--- src/rtl/toy_bus_ddec_node_param.sv ---
// Address-decoding request node with round-robin ack return, outstanding limit and local error acks.
// Optional in-order mode: define TOY_BUS_DEC_ORDER_EN.
module toy_bus_ddec_node_param #(
  parameter int unsigned N_OUT     = 4,
  parameter int unsigned ADDR_W    = 32,
  parameter int unsigned DATA_W    = 32,
  parameter int unsigned ID_W      = 4,
  parameter int unsigned SEL_LSB   = 28,
  parameter int unsigned MAX_OUTST = 4,
  parameter logic [DATA_W-1:0] ERR_DATA = 32'hDEAD_BEEF
) (
  input  logic                       clk,
  input  logic                       rst_n,
  input  logic                       in_req_vld,
  output logic                       in_req_rdy,
  input  logic [ADDR_W-1:0]          in_req_addr,
  input  logic [DATA_W/8-1:0]        in_req_strb,
  input  logic [DATA_W-1:0]          in_req_data,
  input  logic                       in_req_opcode,
  input  logic [ID_W-1:0]            in_req_src_id,
  input  logic [ID_W-1:0]            in_req_tgt_id,
  output logic                       in_ack_vld,
  input  logic                       in_ack_rdy,
  output logic                       in_ack_opcode,
  output logic [DATA_W-1:0]          in_ack_data,
  output logic [ID_W-1:0]            in_ack_src_id,
  output logic [ID_W-1:0]            in_ack_tgt_id,
  output logic [N_OUT-1:0]           out_req_vld,
  input  logic [N_OUT-1:0]           out_req_rdy,
  output logic [N_OUT*ADDR_W-1:0]    out_req_addr,
  output logic [N_OUT*DATA_W/8-1:0]  out_req_strb,
  output logic [N_OUT*DATA_W-1:0]    out_req_data,
  output logic [N_OUT-1:0]           out_req_opcode,
  output logic [N_OUT*ID_W-1:0]      out_req_src_id,
  output logic [N_OUT*ID_W-1:0]      out_req_tgt_id,
  input  logic [N_OUT-1:0]           out_ack_vld,
  output logic [N_OUT-1:0]           out_ack_rdy,
  input  logic [N_OUT-1:0]           out_ack_opcode,
  input  logic [N_OUT*DATA_W-1:0]    out_ack_data,
  input  logic [N_OUT*ID_W-1:0]      out_ack_src_id,
  input  logic [N_OUT*ID_W-1:0]      out_ack_tgt_id
);

  localparam int unsigned SEL_W = $clog2(N_OUT);
  localparam int unsigned CNT_W = $clog2(MAX_OUTST + 1);
  localparam logic [SEL_W:0]   N_OUT_C = (SEL_W + 1)'(N_OUT);
  localparam logic [CNT_W-1:0] MAX_C   = CNT_W'(MAX_OUTST);

  logic [SEL_W-1:0] tgt;
  logic             mapped;
  logic             order_ok;
  logic             miss_order_ok;
  logic             issue_ok;
  logic             slot_free;
  logic             any_ack;
  logic             fwd_hs;
  logic             miss_hs;
  logic             ack_hs;
  logic [CNT_W-1:0] cnt;
  logic [SEL_W-1:0] rr_ptr;
  logic [SEL_W-1:0] rr_next;
  logic [SEL_W-1:0] gnt_idx;
  logic             gnt_vld;
  logic [SEL_W:0]   scan;
  logic [N_OUT-1:0] grant;
  logic             sel_opcode;
  logic [DATA_W-1:0] sel_data;
  logic [ID_W-1:0]   sel_src_id;
  logic [ID_W-1:0]   sel_tgt_id;

  assign tgt       = in_req_addr[SEL_LSB +: SEL_W];
  assign mapped    = {1'b0, tgt} < N_OUT_C;
  assign slot_free = ~in_ack_vld | in_ack_rdy;
  assign any_ack   = |out_ack_vld;

`ifdef TOY_BUS_DEC_ORDER_EN
  logic [SEL_W-1:0] cur_tgt;

  assign order_ok      = (cnt == '0) | (tgt == cur_tgt);
  assign miss_order_ok = (cnt == '0);

  always_ff @(posedge clk or negedge rst_n) begin
    if (!rst_n) begin
      cur_tgt <= '0;
    end else if (fwd_hs) begin
      cur_tgt <= tgt;
    end
  end
`else
  assign order_ok      = 1'b1;
  assign miss_order_ok = 1'b1;
`endif

  assign issue_ok = (cnt < MAX_C) & order_ok;

  always_comb begin
    in_req_rdy  = 1'b0;
    out_req_vld = '0;
    if (!mapped) begin
      // returned acks own the slot ahead of local error acks
      in_req_rdy = slot_free & ~any_ack & miss_order_ok;
    end else begin
      for (int unsigned i = 0; i < N_OUT; i++) begin
        if (tgt == SEL_W'(i)) begin
          in_req_rdy     = out_req_rdy[i] & issue_ok;
          out_req_vld[i] = in_req_vld & issue_ok;
        end
      end
    end
  end

  assign fwd_hs  = in_req_vld & in_req_rdy & mapped;
  assign miss_hs = in_req_vld & in_req_rdy & ~mapped;

  assign out_req_addr   = {N_OUT{in_req_addr}};
  assign out_req_strb   = {N_OUT{in_req_strb}};
  assign out_req_data   = {N_OUT{in_req_data}};
  assign out_req_opcode = {N_OUT{in_req_opcode}};
  assign out_req_src_id = {N_OUT{in_req_src_id}};
  assign out_req_tgt_id = {N_OUT{in_req_tgt_id}};

  // scan indices stay below 2*N_OUT, so a single conditional subtract wraps them
  always_comb begin
    gnt_vld = 1'b0;
    gnt_idx = '0;
    scan    = '0;
    for (int unsigned k = 0; k < N_OUT; k++) begin
      scan = {1'b0, rr_ptr} + (SEL_W + 1)'(k);
      if (scan >= N_OUT_C) begin
        scan = scan - N_OUT_C;
      end
      if (!gnt_vld && out_ack_vld[scan[SEL_W-1:0]]) begin
        gnt_vld = 1'b1;
        gnt_idx = scan[SEL_W-1:0];
      end
    end
  end

  always_comb begin
    grant      = '0;
    sel_opcode = 1'b0;
    sel_data   = '0;
    sel_src_id = '0;
    sel_tgt_id = '0;
    for (int unsigned i = 0; i < N_OUT; i++) begin
      grant[i] = gnt_vld & (gnt_idx == SEL_W'(i));
      if (grant[i]) begin
        sel_opcode = out_ack_opcode[i];
        sel_data   = out_ack_data[i*DATA_W +: DATA_W];
        sel_src_id = out_ack_src_id[i*ID_W +: ID_W];
        sel_tgt_id = out_ack_tgt_id[i*ID_W +: ID_W];
      end
    end
  end

  assign out_ack_rdy = grant & {N_OUT{slot_free}};
  assign ack_hs      = gnt_vld & slot_free;
  assign rr_next     = (gnt_idx == SEL_W'(N_OUT - 1)) ? '0 : gnt_idx + 1'b1;

  always_ff @(posedge clk or negedge rst_n) begin
    if (!rst_n) begin
      in_ack_vld    <= 1'b0;
      in_ack_opcode <= 1'b0;
      in_ack_data   <= '0;
      in_ack_src_id <= '0;
      in_ack_tgt_id <= '0;
      rr_ptr        <= '0;
    end else if (ack_hs) begin
      in_ack_vld    <= 1'b1;
      in_ack_opcode <= sel_opcode;
      in_ack_data   <= sel_data;
      in_ack_src_id <= sel_src_id;
      in_ack_tgt_id <= sel_tgt_id;
      rr_ptr        <= rr_next;
    end else if (miss_hs) begin
      in_ack_vld    <= 1'b1;
      in_ack_opcode <= in_req_opcode;
      in_ack_data   <= ERR_DATA;
      in_ack_src_id <= in_req_tgt_id;
      in_ack_tgt_id <= in_req_src_id;
    end else if (slot_free) begin
      in_ack_vld    <= 1'b0;
    end
  end

  // acks may arrive with nothing counted (e.g. after reset); count floors at zero
  always_ff @(posedge clk or negedge rst_n) begin
    if (!rst_n) begin
      cnt <= '0;
    end else if (fwd_hs && !ack_hs) begin
      cnt <= cnt + 1'b1;
    end else if (!fwd_hs && ack_hs && (cnt != '0)) begin
      cnt <= cnt - 1'b1;
    end
  end

endmodule

--- config.mk ---
export PLATFORM = sky130hd
export DESIGN_NAME = toy_bus_ddec_node_param
export DESIGN_NICKNAME = d
export VERILOG_FILES = /design/src/rtl/toy_bus_ddec_node_param.sv
export SDC_FILE = /design/constraint.sdc
export NUM_CORES = 1
export LEC_CHECK = 0
export CORE_AREA = 2 2 240 242
export CTS_BUF_LIST = sky130_fd_sc_hd__clkbuf_8
export DETAILED_ROUTE_END_ITERATION = 8
export DIE_AREA = 0 0 242 244
export GPL_TIMING_DRIVEN = 1
export SLEW_MARGIN = 20
export SYNTH_ARGS = -nofsm -noshare
export SYNTH_HDL_FRONTEND = slang
export SYNTH_SLANG_ARGS = --single-unit
--- constraint.sdc ---
create_clock -name clk -period 2.7 [get_ports clk]
set_input_delay 0.54 -clock clk [delete_from_list [all_inputs] [get_ports clk]]
set_output_delay 0.54 -clock clk [all_outputs]
set_load 0.02 [all_outputs]
==> impl_metrics.env <==
export IMPL_hold_buffers=0
export IMPL_rows=87
export IMPL_synth_distinct_cells=38
export IMPL_clock_sinks=47
export IMPL_vias_per_cell=3.190
export IMPL_cp_end_kind="output pin"
export IMPL_finClkSkew_ps=9.433
export IMPL_grt_antenna_before_repair=15
export IMPL_crit_top_cell="buf_4"
export IMPL_core_um2=56170
export IMPL_start_util=0.1032
export IMPL_maxSlewViolCount=0
export IMPL_power_density_nw_per_um2=695.1
export IMPL_dr_pass1_iters=5
export IMPL_synthFlopType="dfrtp_1"
export IMPL_crit_path_max_fanout=5
export IMPL_cts_buffers=5
export IMPL_grt_pass1_wl_mm=34.42
export IMPL_routed_wirelength_mm=25.45
export IMPL_critPathRequiredTime_ps=2160
export IMPL_drtIter0Drc=131
export IMPL_synthTopCellsByArea="buf_4 41%, dfrtp_1 20%, nor2b_1 8.4%"
export IMPL_placed_area_um2=7004
export IMPL_yosysMostFrequentCell="buf_4"
export IMPL_synth_top_area_frac=0.4054
export IMPL_final_hold_violation_count=0
export IMPL_synth_seq_cells=47
export IMPL_yosysTopAreaCell="buf_4"
export IMPL_relSlewSlack=0.4801
export IMPL_async_flop_share=1.000
export IMPL_gp_congestion=0.7790
export IMPL_grt_met2_usage=0.1422
export IMPL_syn_mean_instance_area_um2=7.919
export IMPL_clk_path_buf_depth=2
export IMPL_syn_num_nets=990
export IMPL_slowest_stage="dlygate4sd2_1"
export IMPL_leakage_nw=2.496
export IMPL_arrival_ps=2070
export IMPL_clock_latency_ps=370
export IMPL_syn_area_um2=5797
export IMPL_grt_overflow=0
export IMPL_layout_area_overhead_vs_synth_pct=23.01
export IMPL_critPathKind="input pin to output pin"
export IMPL_peakVddDrop_mv=0.2975
export IMPL_port_buffers=236
export IMPL_finalNetCount=921
export IMPL_outcome="completed"
export IMPL_ys_warnings_count=0
export IMPL_critical_path_max_stage_delay_ps=330
export IMPL_yosys_top_cells_count="313 x buf_4, 78 x nor2b_1, 47 x dfrtp_1"
export IMPL_fmax_mhz=383.9
export IMPL_period_share=0.9649
export IMPL_crit_chain="dlygate4sd2_1 -> a21oi_1 -> o21a_1 -> o22a_1 -> inv_1 -> buf_4 -> ha_4 -> buf_4 -> and2_4 -> buf_6"
export IMPL_layout_cell_area_non_filler_um2=7131
export IMPL_dp_hpwl_mm=20.72
export IMPL_cp_start_kind="input pin"
export IMPL_finalPower_mw=4.956
export IMPL_ys_seq_area_frac=0.2029
export IMPL_htreeDepth=2
export IMPL_report_final_setup_viol=0
export IMPL_clk_pin_slew_worst_paths_ps=120
export IMPL_fin_crit_ps=2605
export IMPL_met3_usage=0.05553
export IMPL_drc=0
export IMPL_maxCapViolCount=0
export IMPL_antenna_left=0
export IMPL_post_drt_wl_per_cell_um=17.89
export IMPL_vias=4536
export IMPL_whs_ps=314.1
export IMPL_grt_pass1_vias=4688
export IMPL_io_pin_count=612
export IMPL_netlist_instances=732
export IMPL_grt_max_degree=90
export IMPL_fp_dieW_um=242
export IMPL_critPathTopFamily="buffers and inverters"
export IMPL_rsz0062_at_grt="yes"
export IMPL_busiest_layer="met2"
export IMPL_final_layout_size_suffix_gt1_frac=0.09789
export IMPL_die_area_um2=59050
export IMPL_tritoncts="built"
export IMPL_ctsRootBufferMaster="clkbuf_8"
export IMPL_fin_util=0.1269
export IMPL_grt_util_met1=0.07613
export IMPL_fp_dieH_um=244
export IMPL_synth_edf_count=0
export IMPL_worst_path_buf_inv=5
export IMPL_worst_pin_slew_ps=779.8
export IMPL_grt_usage=0.08340
export IMPL_min_path_type="input pin to asynchronous set/reset pin"
export IMPL_setup_tns_ps=0
[where the power goes]
part           internal [mW]  switching (mW)
logic                   1.61            1.61
clock network          0.185           0.369
registers              0.979           0.195
[cell type report]
cell class / instances / area, um^2
repair buffers: 272 / 2729
clock buffers: 5 / 68.82
multi-input cells: 328 / 2152
flip-flops and latches: 47 / 1177
clock inverters: 3 / 18.77
well taps: 756 / 945.9
fillers: 6549 / 49040
inverters: 9 / 33.78
diodes: 2 / 5.005
[routing by layer]
metal  vias to the layer above  share of wire
met5                         -         0.0041
met4                        16          0.045
met3                        96           0.16
met2                       420           0.47
met1                      1994           0.32
li1                       2010              -
[logic make-up (layout without fill, tap and decap cells)]
logic type,Yosys count,count (layout),share of synthesized area
AND/OR/NAND/NOR,182,182,0.1604
adder cells (fa/ha/maj),5,5,0.01209
flip-flops,47,47,0.2029
multiplexers,3,3,0.007554
other,0,2,0
buffers and inverters,357,289,0.4369
AO/OA/AOI/OAI,137,137,0.1787
XOR/XNOR,1,1,0.001511
[stage by stage]
| step | worst slack (ps) | instances |
|---|---|---|
| final | 94.83 | 1422 |
| after detailed placement | -580.3 | 1411 |
| after global routing | -10.86 | 1420 |
| after global placement | -602.5 | 1411 |
| after CTS | 19.95 | 1419 |
| after floorplan | 81.07 | 732 |
[cells in the final DEF (no fill, tap or decap), types with 2 or more instances in the layout]
cell type,count
nor2_1,45
clkinv_2,2
nand2_1,45
buf_12,8
inv_1,8
a31oi_1,4
nor2b_1,77
o31a_1,37
a221oi_1,41
dlygate4sd2_1,3
and2_1,2
clkbuf_8,5
buf_4,30
diode_2,2
a21oi_1,41
dfrtp_1,46
dlymetal6s2s_1,3
nor3b_1,2
a211o_1,4
and3_1,2
ha_4,3
clkdlybuf4s50_1,225
[worst paths after layout]
path	from	end	slack, ps	cells after the start
max in group asynchronous	rst_n	rr_ptr[1]	1840	2
worst min register to register	in_ack_data[8]	in_ack_data[8]	540	2
worst max-delay path	out_ack_vld[1]	out_ack_rdy[1]	90	10
min in group clk	in_ack_data[8]	in_ack_data[8]	540	2
worst min-delay path	rst_n	in_ack_src_id[3]	310	2
worst max register to register	rr_ptr[1]	in_ack_data[12]	270	11
[sequential cells by signal, summed over array words and instances, names as in the netlist]
signal	cells
rr_ptr	2
in_ack_src_id	4
in_ack_data	32
cnt	3
in_ack_tgt_id	4
in_ack_vld	1
in_ack_opcode	1
[what timing repair did]
item                       in CTS  in global routing
pin swaps                       1                  1
gates resized for setup        11                  6
setup endpoints to repair      10                  8
setup buffers                   0                  1
Note: power is estimated with default switching activity, not from simulation.
